--- config.mk ---
export PLATFORM = sky130hd
export DESIGN_NAME = riscv_pipe_stage
export DESIGN_NICKNAME = d
export VERILOG_FILES = /design/src/rtl/riscv_pkg.sv /design/src/rtl/riscv_dff_en_clr.sv /design/src/rtl/riscv_pipe_stage.sv
export SDC_FILE = /design/constraint.sdc
export NUM_CORES = 1
export LEC_CHECK = 0
export BUFFER_PORTS_ARGS = -buffer_cell sky130_fd_sc_hd__buf_2
export CORE_MARGIN = 2
export CORE_UTILIZATION = 57
export DETAILED_ROUTE_END_ITERATION = 10
export GPL_TIMING_DRIVEN = 0
export PLACE_DENSITY = 0.84
export SLEW_MARGIN = 30
export SYNTH_ARGS = -nofsm -noshare
export SYNTH_HDL_FRONTEND = slang
export SYNTH_SLANG_ARGS = --single-unit
--- constraint.sdc ---
create_clock -name i_clk -period 2.6 [get_ports i_clk]
set_input_delay 0.26 -clock i_clk [delete_from_list [all_inputs] [get_ports i_clk]]
set_output_delay 0.26 -clock i_clk [all_outputs]
set_load 0.005 [all_outputs]
--- src/rtl/riscv_pkg.sv ---
// Shared definitions for the RISC-V core pipeline: NOP encoding and
// the pipe-stage occupancy encoding, which doubles as the entry count.
package riscv_pkg;

  localparam logic [31:0] RV_NOP = 32'h00000013;

  typedef enum logic [1:0] {
    PS_EMPTY = 2'd0,
    PS_FULL  = 2'd1,
    PS_SKID  = 2'd2
  } ps_state_e;

endpackage

--- src/rtl/riscv_dff_en_clr.sv ---
// Enabled payload register with asynchronous reset and synchronous clear,
// both returning to the programmable bubble value.
module riscv_dff_en_clr #(
  parameter int                 BW_DATA = 32,
  parameter logic [BW_DATA-1:0] RST_VAL = '0
) (
  input  logic               i_clk,
  input  logic               i_rstn,
  input  logic               i_clr,
  input  logic               i_en,
  input  logic [BW_DATA-1:0] i_d,
  output logic [BW_DATA-1:0] o_q
);

  always_ff @(posedge i_clk or negedge i_rstn) begin
    if (!i_rstn)     o_q <= RST_VAL;
    else if (i_clr)  o_q <= RST_VAL;
    else if (i_en)   o_q <= i_d;
  end

endmodule

--- src/rtl/riscv_pipe_stage.sv ---
// Elastic valid/ready pipeline register with flush; SKID=1 adds a second
// entry so o_ready comes straight from the state register.
module riscv_pipe_stage
  import riscv_pkg::*;
#(
  parameter int                 BW_DATA = 32,
  parameter int                 SKID    = 1,
  parameter logic [BW_DATA-1:0] RST_VAL = '0
) (
  input  logic               i_clk,
  input  logic               i_rstn,
  input  logic               i_valid,
  input  logic [BW_DATA-1:0] i_data,
  output logic               o_ready,
  output logic               o_valid,
  output logic [BW_DATA-1:0] o_data,
  input  logic               i_ready,
  input  logic               i_flush,
  output logic [1:0]         o_cnt
);

  ps_state_e          state_q, state_d;
  logic               in_fire, out_fire;
  logic               main_en, skid_en;
  logic [BW_DATA-1:0] main_d, skid_q;

  assign o_valid  = (state_q != PS_EMPTY);
  assign o_ready  = (SKID != 0) ? (state_q != PS_SKID) : (!o_valid || i_ready);
  assign in_fire  = i_valid && o_ready;
  assign out_fire = o_valid && i_ready;
  assign o_cnt    = state_q;

  always_ff @(posedge i_clk or negedge i_rstn) begin
    if (!i_rstn) state_q <= PS_EMPTY;
    else         state_q <= state_d;
  end

  // With SKID=0 the FULL state only accepts while draining, so the
  // spill into PS_SKID is unreachable there.
  always_comb begin
    state_d = state_q;
    main_en = 1'b0;
    main_d  = i_data;
    skid_en = 1'b0;
    if (i_flush) begin
      state_d = PS_EMPTY;
    end else begin
      case (state_q)
        PS_EMPTY: begin
          if (in_fire) begin
            state_d = PS_FULL;
            main_en = 1'b1;
          end
        end
        PS_FULL: begin
          if (in_fire && out_fire) begin
            main_en = 1'b1;
          end else if (in_fire) begin
            state_d = PS_SKID;
            skid_en = 1'b1;
          end else if (out_fire) begin
            state_d = PS_EMPTY;
          end
        end
        PS_SKID: begin
          if (out_fire) begin
            state_d = PS_FULL;
            main_en = 1'b1;
            main_d  = skid_q;
          end
        end
        default: state_d = PS_EMPTY;
      endcase
    end
  end

  riscv_dff_en_clr #(.BW_DATA(BW_DATA), .RST_VAL(RST_VAL)) u_main (
    .i_clk  (i_clk),
    .i_rstn (i_rstn),
    .i_clr  (i_flush),
    .i_en   (main_en),
    .i_d    (main_d),
    .o_q    (o_data)
  );

  riscv_dff_en_clr #(.BW_DATA(BW_DATA), .RST_VAL(RST_VAL)) u_skid (
    .i_clk  (i_clk),
    .i_rstn (i_rstn),
    .i_clr  (i_flush),
    .i_en   (skid_en),
    .i_d    (i_data),
    .o_q    (skid_q)
  );

  a_cnt_legal: assert property (@(posedge i_clk) disable iff (!i_rstn) o_cnt != 2'd3);

endmodule

* After elaboration in Yosys (flattened, before gate mapping)
Index checks and enable logic that the tools add are counted.
Cells by class: muxes and demuxes 21, equal/unequal tests 7, reductions and logical operators 8
Operator list (count):
- $mux W32 | 6
- $mux W2 | 6
- $ne A3 B3 Y1 const B | 3
- $mux W1 | 7
- $pmux W2 S3 | 1
- $reduce_bool A2 Y1 | 3
- $ne A4 B4 Y1 const B | 1
- $reduce_and A4 Y1 | 1
- $logic_and A1 B1 Y1 | 3
- $pmux W1 S3 | 1
- $eq A2 B1 Y1 const B | 1
- $eq A2 B2 Y1 const B | 1
- $logic_not A2 Y1 | 1
- $ne A2 B2 Y1 const B | 1
Storage, ports and cells: bits in registers 66, bits of input ports 37, output and inout bits 36

* Longest topological paths before layout
Gate-level depths: netlist (run 1).
depth in word-level cells 8, gate-level depth with buffers 6

* Modules after synthesis
Synthesis (run 1) repeated with hierarchy kept, for this count alone.
Unflattened totals: cell total of the unflattened synthesis 256, area total of the unflattened synthesis 3190.6 um^2
Modules (own cells, without submodules):
- riscv_dff_en_clr | area each 1323.8 um^2, seq. area each 800.8 um^2, times used 2, cells an instance 103
- riscv_pipe_stage | area each 543.0 um^2, seq. area each 50.0 um^2, times used 1, cells an instance 50

* Worst setup path after synthesis (run 1)
Ideal clock, no wire load.
path type register to register, from register state_q[0] (netlist: o_cnt[0]), to register u_main.o_q[0], required time 2479 ps, library setup time 121 ps, data arrival time 1185 ps, path slack 1294 ps, cell stages (with the launch flop) 6, buffers on the path 2, cell sequence dfrtp_1 > nand3b_1 > buf_4 > buf_2 > mux2i_1 > o2bb2ai_2
On the way: longest elaborated chain between the ends 7, elaborated cells between the ends (all ways) 18, those cells by class eq/ne: 3; mux: 9; reduce/logical: 6
Ends and longest elaborated chain:
- start: declaration | line riscv_pipe_stage.sv:22 | ps_state_e state_q, state_d;
- start signal: assignment | line riscv_pipe_stage.sv:35 | else state_q <= state_d;
- $ne A2 B2 Y1 or $reduce_bool A2 Y1 (tied branches) | line riscv_pipe_stage.sv:28, riscv_pipe_stage.sv:27
- $logic_and A1 B1 Y1, on equally long branches | line riscv_pipe_stage.sv:29, riscv_pipe_stage.sv:30
- $logic_and A1 B1 Y1 | line riscv_pipe_stage.sv:56 | if (in_fire && out_fire) begin
- $mux W1 | line riscv_pipe_stage.sv:56
- $pmux W1 S3 | line riscv_pipe_stage.sv:48 | case (state_q)
- $mux W1 | line riscv_pipe_stage.sv:45 | if (i_flush) begin
- $reduce_bool A2 Y1 (no source line)
- end signal: assignment | line riscv_dff_en_clr.sv:18 | else if (i_en) o_q <= i_d;
- end: declaration | line riscv_dff_en_clr.sv:12 | output logic [BW_DATA-1:0] o_q
Parallel ways exist; a longest one is shown, timed or not. The select of a mux whose other input is x is not followed. A chain may end at the register's enable or synchronous reset.

* Final worst setup path (run 1)
from register state_q[0] (netlist: o_cnt[0]), to register u_main.o_q[27]
Same word-level chain as after synthesis.

==> results of run 1 <==
[per-stage QoR]
| stage | instances | instance area [um^2] |
|---|---|---|
| 5_1_grt | 353 | 3670 |
| 3_3_place_gp | 336 | 3431 |
| 3_5_place_dp | 337 | 3453 |
| 4_1_cts | 353 | 3670 |
| 2_1_floorplan | 194 | 2983 |
| 6_report | 353 | 3670 |
[kinds of logic after synthesis]
logic type	count (synthesis)
multiplexers	32
XOR/XNOR	1
AND/OR/NAND/NOR	10
buffers and inverters	17
AO/OA/AOI/OAI	68
flip-flops	66
[flip-flops by register name, indices dropped and copies added, names as in the netlist]
| register | flops |
|---|---|
| u_skid.o_q | 32 |
| o_cnt | 2 |
| u_main.o_q | 32 |
[routing by layer]
layer | track usage | vias to the layer above | share of wire
met5 | 0 | - | 0
met3 | 0.05687 | 10 | 0.037
met2 | 0.3451 | 58 | 0.48
met4 | 0.09636 | 0 | 0.018
met1 | 0.3075 | 983 | 0.47
li1 | - | 918 | -
[worst max path at each step]
stage,startpoint,end,slack [ns],cells after the start
2_1_floorplan,o_cnt[0],u_main.o_q[0],1.29,5
3_3_place_gp,i_rstn,u_skid.o_q[14],1.02,1
3_5_place_dp,o_cnt[0],u_main.o_q[27],1.11,5
4_1_cts,o_cnt[0],u_main.o_q[27],1.07,5
5_1_grt,o_cnt[0],u_main.o_q[0],1.00,5
6_report,o_cnt[0],u_main.o_q[27],1.07,5
[Yosys cell counts]
cell and instances:
xnor2_1 1, nand2b_2 1, o21ai_2 1, mux2i_1 32, and2b_4 1, nor2_1 1, a22o_1 32, nor2_2 1
clkbuf_4 2, a211oi_1 1, o2bb2ai_1 2, dfrtp_1 66, o21a_1 1, nand2b_1 2, buf_6 6, nand3b_1 1
buf_4 7, buf_2 1, inv_2 1, nor3b_4 1, o2bb2ai_2 30, nand2_1 1, a21oi_2 1, or2_2 1
[power breakdown]
group	switching, mW	total (mW)	leakage (nW)	internal (mW)
Combinational	0.144	0.270	1.01	0.126
Clock	0.376	0.905	0.105	0.529
Sequential	0.0354	1.11	0.899	1.08
Total	0.555	2.28	2.02	1.73
[cell usage in the layout, fill, tap and decap left out, drive strengths merged, types with 2 or more instances in the layout]
cell | Yosys | final
buf | 14 | 87
a22o | 32 | 32
clkinv | 0 | 3
nand2b | 3 | 3
mux2i | 32 | 32
nor2 | 2 | 2
o2bb2ai | 32 | 32
bufinv | 0 | 2
clkbuf | 2 | 11
dfrtp | 66 | 66
[repair_timing]
action,4_1_cts,5_1_grt
gates resized for setup,0,0
hold endpoints to repair,25,0
hold buffers,1,0
endpoints found under the setup margin,0,0
[layout make-up]
class / count / share of cell area
Multi-Input combinational cell: 111 / 0.3236
Clock buffer: 9 / 0.03375
Clock inverter: 6 / 0.02250
Buffer: 16 / 0.03819
Tap cell: 70 / 0.02387
Timing Repair Buffer: 74 / 0.1071
Inverter: 1 / 0.001023
Sequential cell: 66 / 0.4501
[critical path: stages, from the launching register on]
cell,delay [ns]
dfrtp_1,0.43
nand3b_1,0.14
buf_4,0.16
buf_2,0.31
mux2i_1,0.28
o2bb2ai_2,0.08
==> summary.md, run 1 <==
| Metric | Value |
|---|---|
| Run status | finished, final reports clean |
| Drt wl/cell | 17.46 um |
| Largest cells by area after synthesis | dfrtp_1 (55%), o2bb2ai_2 (15%), mux2i_1 (11%) |
| Combinational family with the most area after synthesis | compound AO/OA/AOI/OAI gates |
| Clock Path Buffers | 2 |
| Mean Syn Cell Area | 15.38 um^2 |
| Final Util | 0.7231 |
| Power, Total | 2.285 mW |
| Hold Vio Cnt, Final | 0 |
| Mapped cell area | 2983 um^2 |
| Critical path launch point type | register |
| Post-Synth Simple-Gate Area | 0.02601 |
| GPL Wtd Cong | 0.7857 |
| Clock skew | 0.005565 ns |
| Worst-Margin Slew | 0.3506 ns |
| Critical Path RT | 2.81 ns |
| DP Worst Slack | 1.109 ns |
| Worst IR drop on VDD | 0.4350 mV |
| Reg2reg end | u_main.o_q[27] |
| Post-Syn Nets | 231 |
| Crit Reg-Reg Startpoint | o_cnt[0] |
| Cell count after synthesis | 194 |
| Post-synth top area cell | dfrtp_1 |
| Critical path endpoint category | register |
| Max-slew violations | 0 |
| Dpl hpwl | 4356 um |
| Die width | 76.34 um |
| First-pass GRT wire length | 10230 um |
| Core Area | 5075 um^2 |
| Pleak | 2.015 nW |
| Sequential Area | 1652 um^2 |
| CTS sink cnt | 66 |
| Setup TNS | 0 ns |
| Remaining DRCs | 0 |
| Post-synthesis adder-cell area fraction | 0 |
| Die area | 5828 um^2 |
| Fmax | 0.6541 GHz |
| Root buf cell | clkbuf_8 |
| Hold wc startpoint | i_ready |
| PortBufs | 72 |
| Critical Path AT | 1.74 ns |
| Synth Area in Compound Gates | 0.2617 |
| Final worst-path cycle share | 0.5880 |
| Worst Hold Endpoint | o_cnt[1] |
| Flop2flop setup slack | 1.07 ns |
| Initial cell density of the core | 0.5878 |
| Hold crit path type | input port to register |
| Multiplexer area fraction after synthesis | 0.1074 |
| Gr ovfl total | 0 |
| Share of layout cells above drive strength 1 | 0.5018 |
| H-tree Lvls | 3 |
| Ports | 73 |
| Vert. Die Dim | 76.34 um |
| TritonCTS clock tree | done |
| Initial antenna violation count | 0 |
| Ant. Diodes | 0 |
| Hold path cells | 2 |
| Vias | 1969 |
| Clk slew on worst S/H paths | 0.07 ns |
| Share of the synthesized area in the top cell type | 0.5537 |
| R2R depth | 5 |
| Max-Cap Viols | 0 |
| Final hold slack | 0.1124 ns |
| Multi-input logic area | 1187 um^2 |
| Ys Warns | 0 |
| Crit path max fanout | 10 |
| Pwr dens | 622.6 nW/um^2 |
| Synth Area in XOR/XNOR | 0.002936 |
| Total track usage | 0.2251 |
| DRT Pass-1 Iters | 4 |
| RSZ-0062 raised after global routing | false |
| Final setup violation count | 0 |
| Seq/Total Area, Yosys | 0.5537 |
| Critical path class | register to register |
| Largest net degree at the start of global routing | 42 |
| Row count | 26 |
| Slew HR | 0.7660 |
| Synth Register Bits | 66 |
| Antenna-violating nets left | 0 |
| WL final | 6165 um |
| Final min period | 1.529 ns |
| DRT iter0 DRCs | 101 |
| Filler Cells Inserted | 339 |
| Yosys cell types | 24 |
| Clk_lat worst skew | 0.33 ns |
| Via density | 5.578 |
| Num CTS Buffers | 9 |
| Worst setup margin | 1.071 ns |
| Vias in the first global route | 2094 |
| Number of setup buffers added after CTS | 0 |
| Total Nets Final | 316 |
| Area Growth Syn to Fin | 23.03% |
(Power assumes the default switching activity.)
==> run 2: changes to the inputs <==
--- a/config.mk
+++ b/config.mk
@@ -7,10 +7,10 @@
 export LEC_CHECK = 0
 export BUFFER_PORTS_ARGS = -buffer_cell sky130_fd_sc_hd__buf_2
 export CORE_MARGIN = 2
-export CORE_UTILIZATION = 57
+export CORE_UTILIZATION = 48
 export DETAILED_ROUTE_END_ITERATION = 10
 export GPL_TIMING_DRIVEN = 0
-export PLACE_DENSITY = 0.84
+export PLACE_DENSITY = 0.76
 export SLEW_MARGIN = 30
 export SYNTH_ARGS = -nofsm -noshare
 export SYNTH_HDL_FRONTEND = slang
==> constraint.sdc (replaced) <==
create_clock -name i_clk -period 1.4 [get_ports i_clk]
set_input_delay 0.14 -clock i_clk [delete_from_list [all_inputs] [get_ports i_clk]]
set_output_delay 0.14 -clock i_clk [all_outputs]
set_load 0.005 [all_outputs]
==> run 2 against run 1 <==
Critical path type unchanged; count of clock-buffer cells in the layout is 4 higher; via count is 0.96% higher; first-iteration DRC count is 0.99% lower; the flow now finishes with violations (setup timing); clock skew is 0.0027 ns higher; power is 88% higher; worst hold slack worse by 0.085 ns; cell area is 5.8% higher; register-to-register slack worse by 1.1 ns.
==> summary.md, run 2 (same netlist as run 1, synthesis figures left out) <==
| Metric | Value |
|---|---|
| Run status | finished with violations |
| Violated checks | setup timing |
| Crit Reg-Reg Startpoint | o_cnt[0] |
| Pwr dens | 1105 nW/um^2 |
| Vias in the first global route | 2057 |
| PortBufs | 72 |
| Slowest cell on crit path | dfrtp_1 |
| Via density | 5.417 |
| Vias | 1988 |
| Most common cell after layout, fill and taps aside | buf_2 |
| Worst-Margin Slew | 0.3694 ns |
| Fmax | 0.7096 GHz |
| Total track usage | 0.1936 |
| Hold wc startpoint | i_data[27] |
| Hold Vio Cnt, Final | 0 |
| Root buf cell | clkbuf_8 |
| Final setup violation count | 16 |
| DRT Pass-1 Iters | 4 |
| Worst Hold Endpoint | u_skid.o_q[27] |
| Die area | 6861 um^2 |
| Critical path's largest stage delay | 0.40 ns |
| R2R depth | 6 |
| Flop2flop setup slack | -0.009 ns |
| Setup TNS | -0.07180 ns |
| Crit path max fanout | 6 |
| Critical path launch point type | register |
| Slew HR | 0.7538 |
| Die width | 82.83 um |
| Ant. Diodes | 0 |
| Final hold slack | 0.02708 ns |
| Final min period | 1.409 ns |
| Max-slew violations | 0 |
| Num CTS Buffers | 9 |
| Antenna-violating nets left | 0 |
| CTS sink cnt | 66 |
| Reg2reg end | u_main.o_q[15] |
| Hold path cells | 2 |
| Sequential Area | 1652 um^2 |
| Gr ovfl total | 0 |
| Core Area | 5956 um^2 |
| Largest net degree at the start of global routing | 40 |
| WL final | 6556 um |
| Crit path max-delay family | flip-flops |
| Ports | 73 |
| Remaining DRCs | 0 |
| Worst setup margin | -0.009340 ns |
| Worst Path Buf+Inv | 2 |
| Final worst-path cycle share | 1.007 |
| Clock skew | 0.008222 ns |
| GPL Wtd Cong | 0.7719 |
| Multi-input logic area | 1224 um^2 |
| Share of layout cells above drive strength 1 | 0.5171 |
| Clk_lat worst skew | 0.34 ns |
| Design Area, Final | 3881 um^2 |
| Clk slew on worst S/H paths | 0.07 ns |
| Critical Path RT | 1.63 ns |
| Worst IR drop on VDD | 0.5167 mV |
| Hold crit path type | input port to register |
| Total Nets Final | 325 |
| First-pass GRT wire length | 10460 um |
| Area Growth Syn to Fin | 30.12% |
| Initial cell density of the core | 0.5008 |
| Drt wl/cell | 17.86 um |
| Max-Cap Viols | 0 |
| Commonest non-fill, non-tap cells in the layout | buf_2 (72), dfrtp_1 (66), a22o_1 (32) |
| Critical Path AT | 1.64 ns |
| Clock Path Buffers | 2 |
| DRT iter0 DRCs | 100 |
| Crit-path cells | and2b_4 > o21ai_4 > nor2_4 > buf_12 > clkbuf_16 > o2bb2ai_2 |
| Critical path class | register to register |
| Critical path endpoint category | register |
| Filler Cells Inserted | 442 |
| Pleak | 2.104 nW |
| Vert. Die Dim | 82.83 um |
| RSZ-0062 raised after global routing | true |
| TritonCTS clock tree | done |
| Area after DPL | 3460 um^2 |
| Row count | 28 |
| Initial antenna violation count | 0 |
| Dpl hpwl | 4293 um |
| H-tree Lvls | 3 |
[run 2: final cells by class]
class | instances | area share
Multi-Input combinational cell | 111 | 0.3153
Sequential cell | 66 | 0.4255
Clock buffer | 13 | 0.04352
Inverter | 1 | 0.0009671
Tap cell | 75 | 0.02418
Buffer | 16 | 0.05416
Clock inverter | 2 | 0.009026
Timing Repair Buffer | 83 | 0.1273
[run 2: power breakdown]
part	internal [mW]	switching, mW
Clock	0.957	0.699
Sequential	2.00	0.0634
Combinational	0.286	0.286
[run 2: layer usage]
metal | up-vias | part of all wire | GRT usage | routed length (um)
li1 | 934 | - | - | -
met1 | 997 | 0.46 | 0.2630 | 3002
met2 | 47 | 0.49 | 0.3013 | 3200
met3 | 10 | 0.035 | 0.03777 | 232
met4 | 0 | 0.018 | 0.08942 | 120
met5 | - | 0 | 0 | 0
[run 2: what timing repair did]
item	CTS	global route
hold buffers	2	0
cloned	0	2
buffers inserted	1	5
hold endpoints to repair	28	0
pin swaps	2	3
setup endpoints to repair	60	60
resized for setup	12	12
[run 2: metrics by stage]
step | power (mW) | util | instances | setup slack (ns)
6_report | 4.288 | 0.6517 | 367 | -0.009340
3_3_place_gp | 2.578 | 0.5771 | 341 | -0.07238
5_1_grt | 4.456 | 0.6517 | 367 | -0.05796
4_1_cts | 4.275 | 0.6296 | 360 | 0.008466
2_1_floorplan | 2.356 | - | 194 | 0.09391
3_5_place_dp | 2.601 | 0.5809 | 342 | -0.05961
[run 2: worst max path at each step]
stage	startpoint	to	slack [ns]	cells after the start
finish	o_cnt[0]	u_main.o_q[15]	-0.009	6
global route	o_cnt[0]	u_main.o_q[20]	-0.06	7
CTS	o_cnt[0]	u_main.o_q[19]	0.008	6
detailed placement	o_cnt[0]	u_main.o_q[30]	-0.06	5
global placement	i_rstn	u_skid.o_q[11]	-0.07	1
floorplan	o_cnt[0]	u_main.o_q[0]	0.09	5
==> run 3: changes to the inputs <==
--- a/config.mk
+++ b/config.mk
@@ -6,7 +6,7 @@
 export NUM_CORES = 1
 export LEC_CHECK = 0
 export BUFFER_PORTS_ARGS = -buffer_cell sky130_fd_sc_hd__buf_2
-export CORE_MARGIN = 2
+export CORE_MARGIN = 1.5
 export CORE_UTILIZATION = 48
 export DETAILED_ROUTE_END_ITERATION = 10
 export GPL_TIMING_DRIVEN = 0
==> run 3 against run 2 <==
The flow still finishes with violations (setup timing); utilization increased by 0.90 points; register-to-register slack got worse by 0.05 ns; power fell by 0.31%; sequential cell count unchanged; sequential power hardly changed; clock power shrank 2%; clock skew about the same; combinational power up 4.0%; worst hold slack better by 0.0075 ns; via count increased by 1.1%; die area fell by 2.4%; critical path type unchanged.
==> summary.md, run 3 (same netlist as run 1, synthesis figures left out) <==
| Metric | Value |
|---|---|
| Run status | finished with violations |
| Violated checks | setup timing |
| Vias in the first global route | 2023 |
| Critical path class | register to register |
| Ports | 73 |
| Share of layout cells above drive strength 1 | 0.5304 |
| Commonest non-fill, non-tap cells in the layout | buf_2 (70), dfrtp_1 (66), a22o_1 (32) |
| Critical path's largest stage delay | 0.39 ns |
| Final min period | 1.461 ns |
| Antenna-violating nets left | 0 |
| Total Nets Final | 329 |
| Worst-Margin Slew | 0.3238 ns |
| Via density | 5.415 |
| Clock Path Buffers | 2 |
| Final worst-path cycle share | 1.044 |
| Pwr dens | 1086 nW/um^2 |
| Clock skew | 0.007865 ns |
| Row count | 28 |
| Dpl hpwl | 4317 um |
| GPL Wtd Cong | 0.7456 |
| Hold crit path type | input port to register |
| Core Area | 5956 um^2 |
| Hold Vio Cnt, Final | 0 |
| Ant. Diodes | 0 |
| Slew HR | 0.7841 |
| First-pass GRT wire length | 10050 um |
| Worst setup margin | -0.06133 ns |
| DRT iter0 DRCs | 92 |
| Remaining DRCs | 0 |
| Pleak | 2.135 nW |
| Initial antenna violation count | 0 |
| Initial cell density of the core | 0.5008 |
| Sequential Area | 1652 um^2 |
| Critical path launch point type | register |
| Power, Total | 4.275 mW |
| Die width | 81.83 um |
| Multi-input logic area | 1237 um^2 |
| RSZ-0062 raised after global routing | true |
| Crit-path cells | nand3b_1 > buf_6 > o21ai_4 > nor2_4 > buf_12 > clkbuf_16 > o2bb2ai_2 |
| Most common cell after layout, fill and taps aside | buf_2 |
| Max-Cap Viols | 0 |
| Clk slew on worst S/H paths | 0.07 ns |
| Crit path max fanout | 7 |
| Drt wl/cell | 17.76 um |
| Worst IR drop on VDD | 0.6414 mV |
| TritonCTS clock tree | done |
| Clk_lat worst skew | 0.33 ns |
| Vias | 2009 |
| Critical Path RT | 1.62 ns |
| Fmax | 0.6843 GHz |
| Critical Path AT | 1.68 ns |
| PortBufs | 72 |
| Gr ovfl total | 0 |
| Root buf cell | clkbuf_8 |
| Final hold slack | 0.03462 ns |
| Num CTS Buffers | 9 |
| Slowest cell on crit path | dfrtp_1 |
| DRT Pass-1 Iters | 4 |
| WL final | 6590 um |
| Final Util | 0.6607 |
| Setup TNS | -1.325 ns |
| Max-slew violations | 0 |
| H-tree Lvls | 3 |
| Vert. Die Dim | 81.83 um |
| Total track usage | 0.2013 |
| Critical path endpoint category | register |
| Final setup violation count | 32 |
| Die area | 6696 um^2 |
| Area Growth Syn to Fin | 31.92% |
| Largest net degree at the start of global routing | 44 |
| Filler Cells Inserted | 449 |
| CTS sink cnt | 66 |
[run 3: layout make-up]
cell class	instances	share of cell area
flip-flops and latches	66	0.4197
clock inverters	2	0.008903
plain buffers	16	0.05024
multi-input cells	111	0.3145
repair buffers	87	0.1390
well taps	75	0.02385
clock buffers	13	0.04293
inverters	1	0.0009539
[run 3: worst paths after layout]
path | cells past startpoint | slack [ns] | startpoint | endpoint
min in group asynchronous | 2 | 0.24 | i_rstn | u_main.o_q[11]
worst min register to register | 1 | 0.49 | u_main.o_q[10] | u_main.o_q[10]
worst max-delay path | 7 | -0.06 | o_cnt[0] | u_main.o_q[7]
max in group asynchronous | 3 | 0.63 | i_rstn | u_main.o_q[30]
worst max register to register | 7 | -0.06 | o_cnt[0] | u_main.o_q[7]
worst min-delay path | 2 | 0.03 | i_data[29] | u_skid.o_q[29]
[run 3: metal layers]
layer	wire length (um)	up-vias	GRT usage
met5	0	-	0
met4	95	0	0.08475
met3	241	8	0.04889
met2	3226	49	0.3049
met1	3026	997	0.2757
li1	-	955	-
[run 3: report_power, final]
| part | switching, mW | internal, mW | total (mW) |
|---|---|---|---|
| combinational | 0.294 | 0.300 | 0.594 |
| sequential | 0.0632 | 2.00 | 2.06 |
| clock | 0.663 | 0.957 | 1.62 |
[run 3: repair_timing]
item / CTS / global route
setup buffers: 2 / 8
gates resized for setup: 12 / 11
hold buffers: 2 / 0
hold endpoints to repair: 24 / 0
endpoints found under the setup margin: 60 / 62
pin swaps: 2 / 2
gates cloned: 0 / 2
[run 3: critical path, delay by kind of cell, from the launching register on]
| kind | cells | cell delay, ns |
|---|---|---|
| AOI/OAI and AO/OA | 2 | 0.20 |
| buffers and inverters | 3 | 0.48 |
| DFF | 1 | 0.39 |
| and+or+nand+nor | 2 | 0.28 |
[run 3: through the flow]
step	instances	worst slack, ns	cell area, um^2
3_3_place_gp	341	-0.08827	3437
6_report	371	-0.06133	3935
2_1_floorplan	194	0.09391	2983
5_1_grt	371	-0.1044	3935
4_1_cts	361	0.001675	3761
3_5_place_dp	342	-0.09209	3460
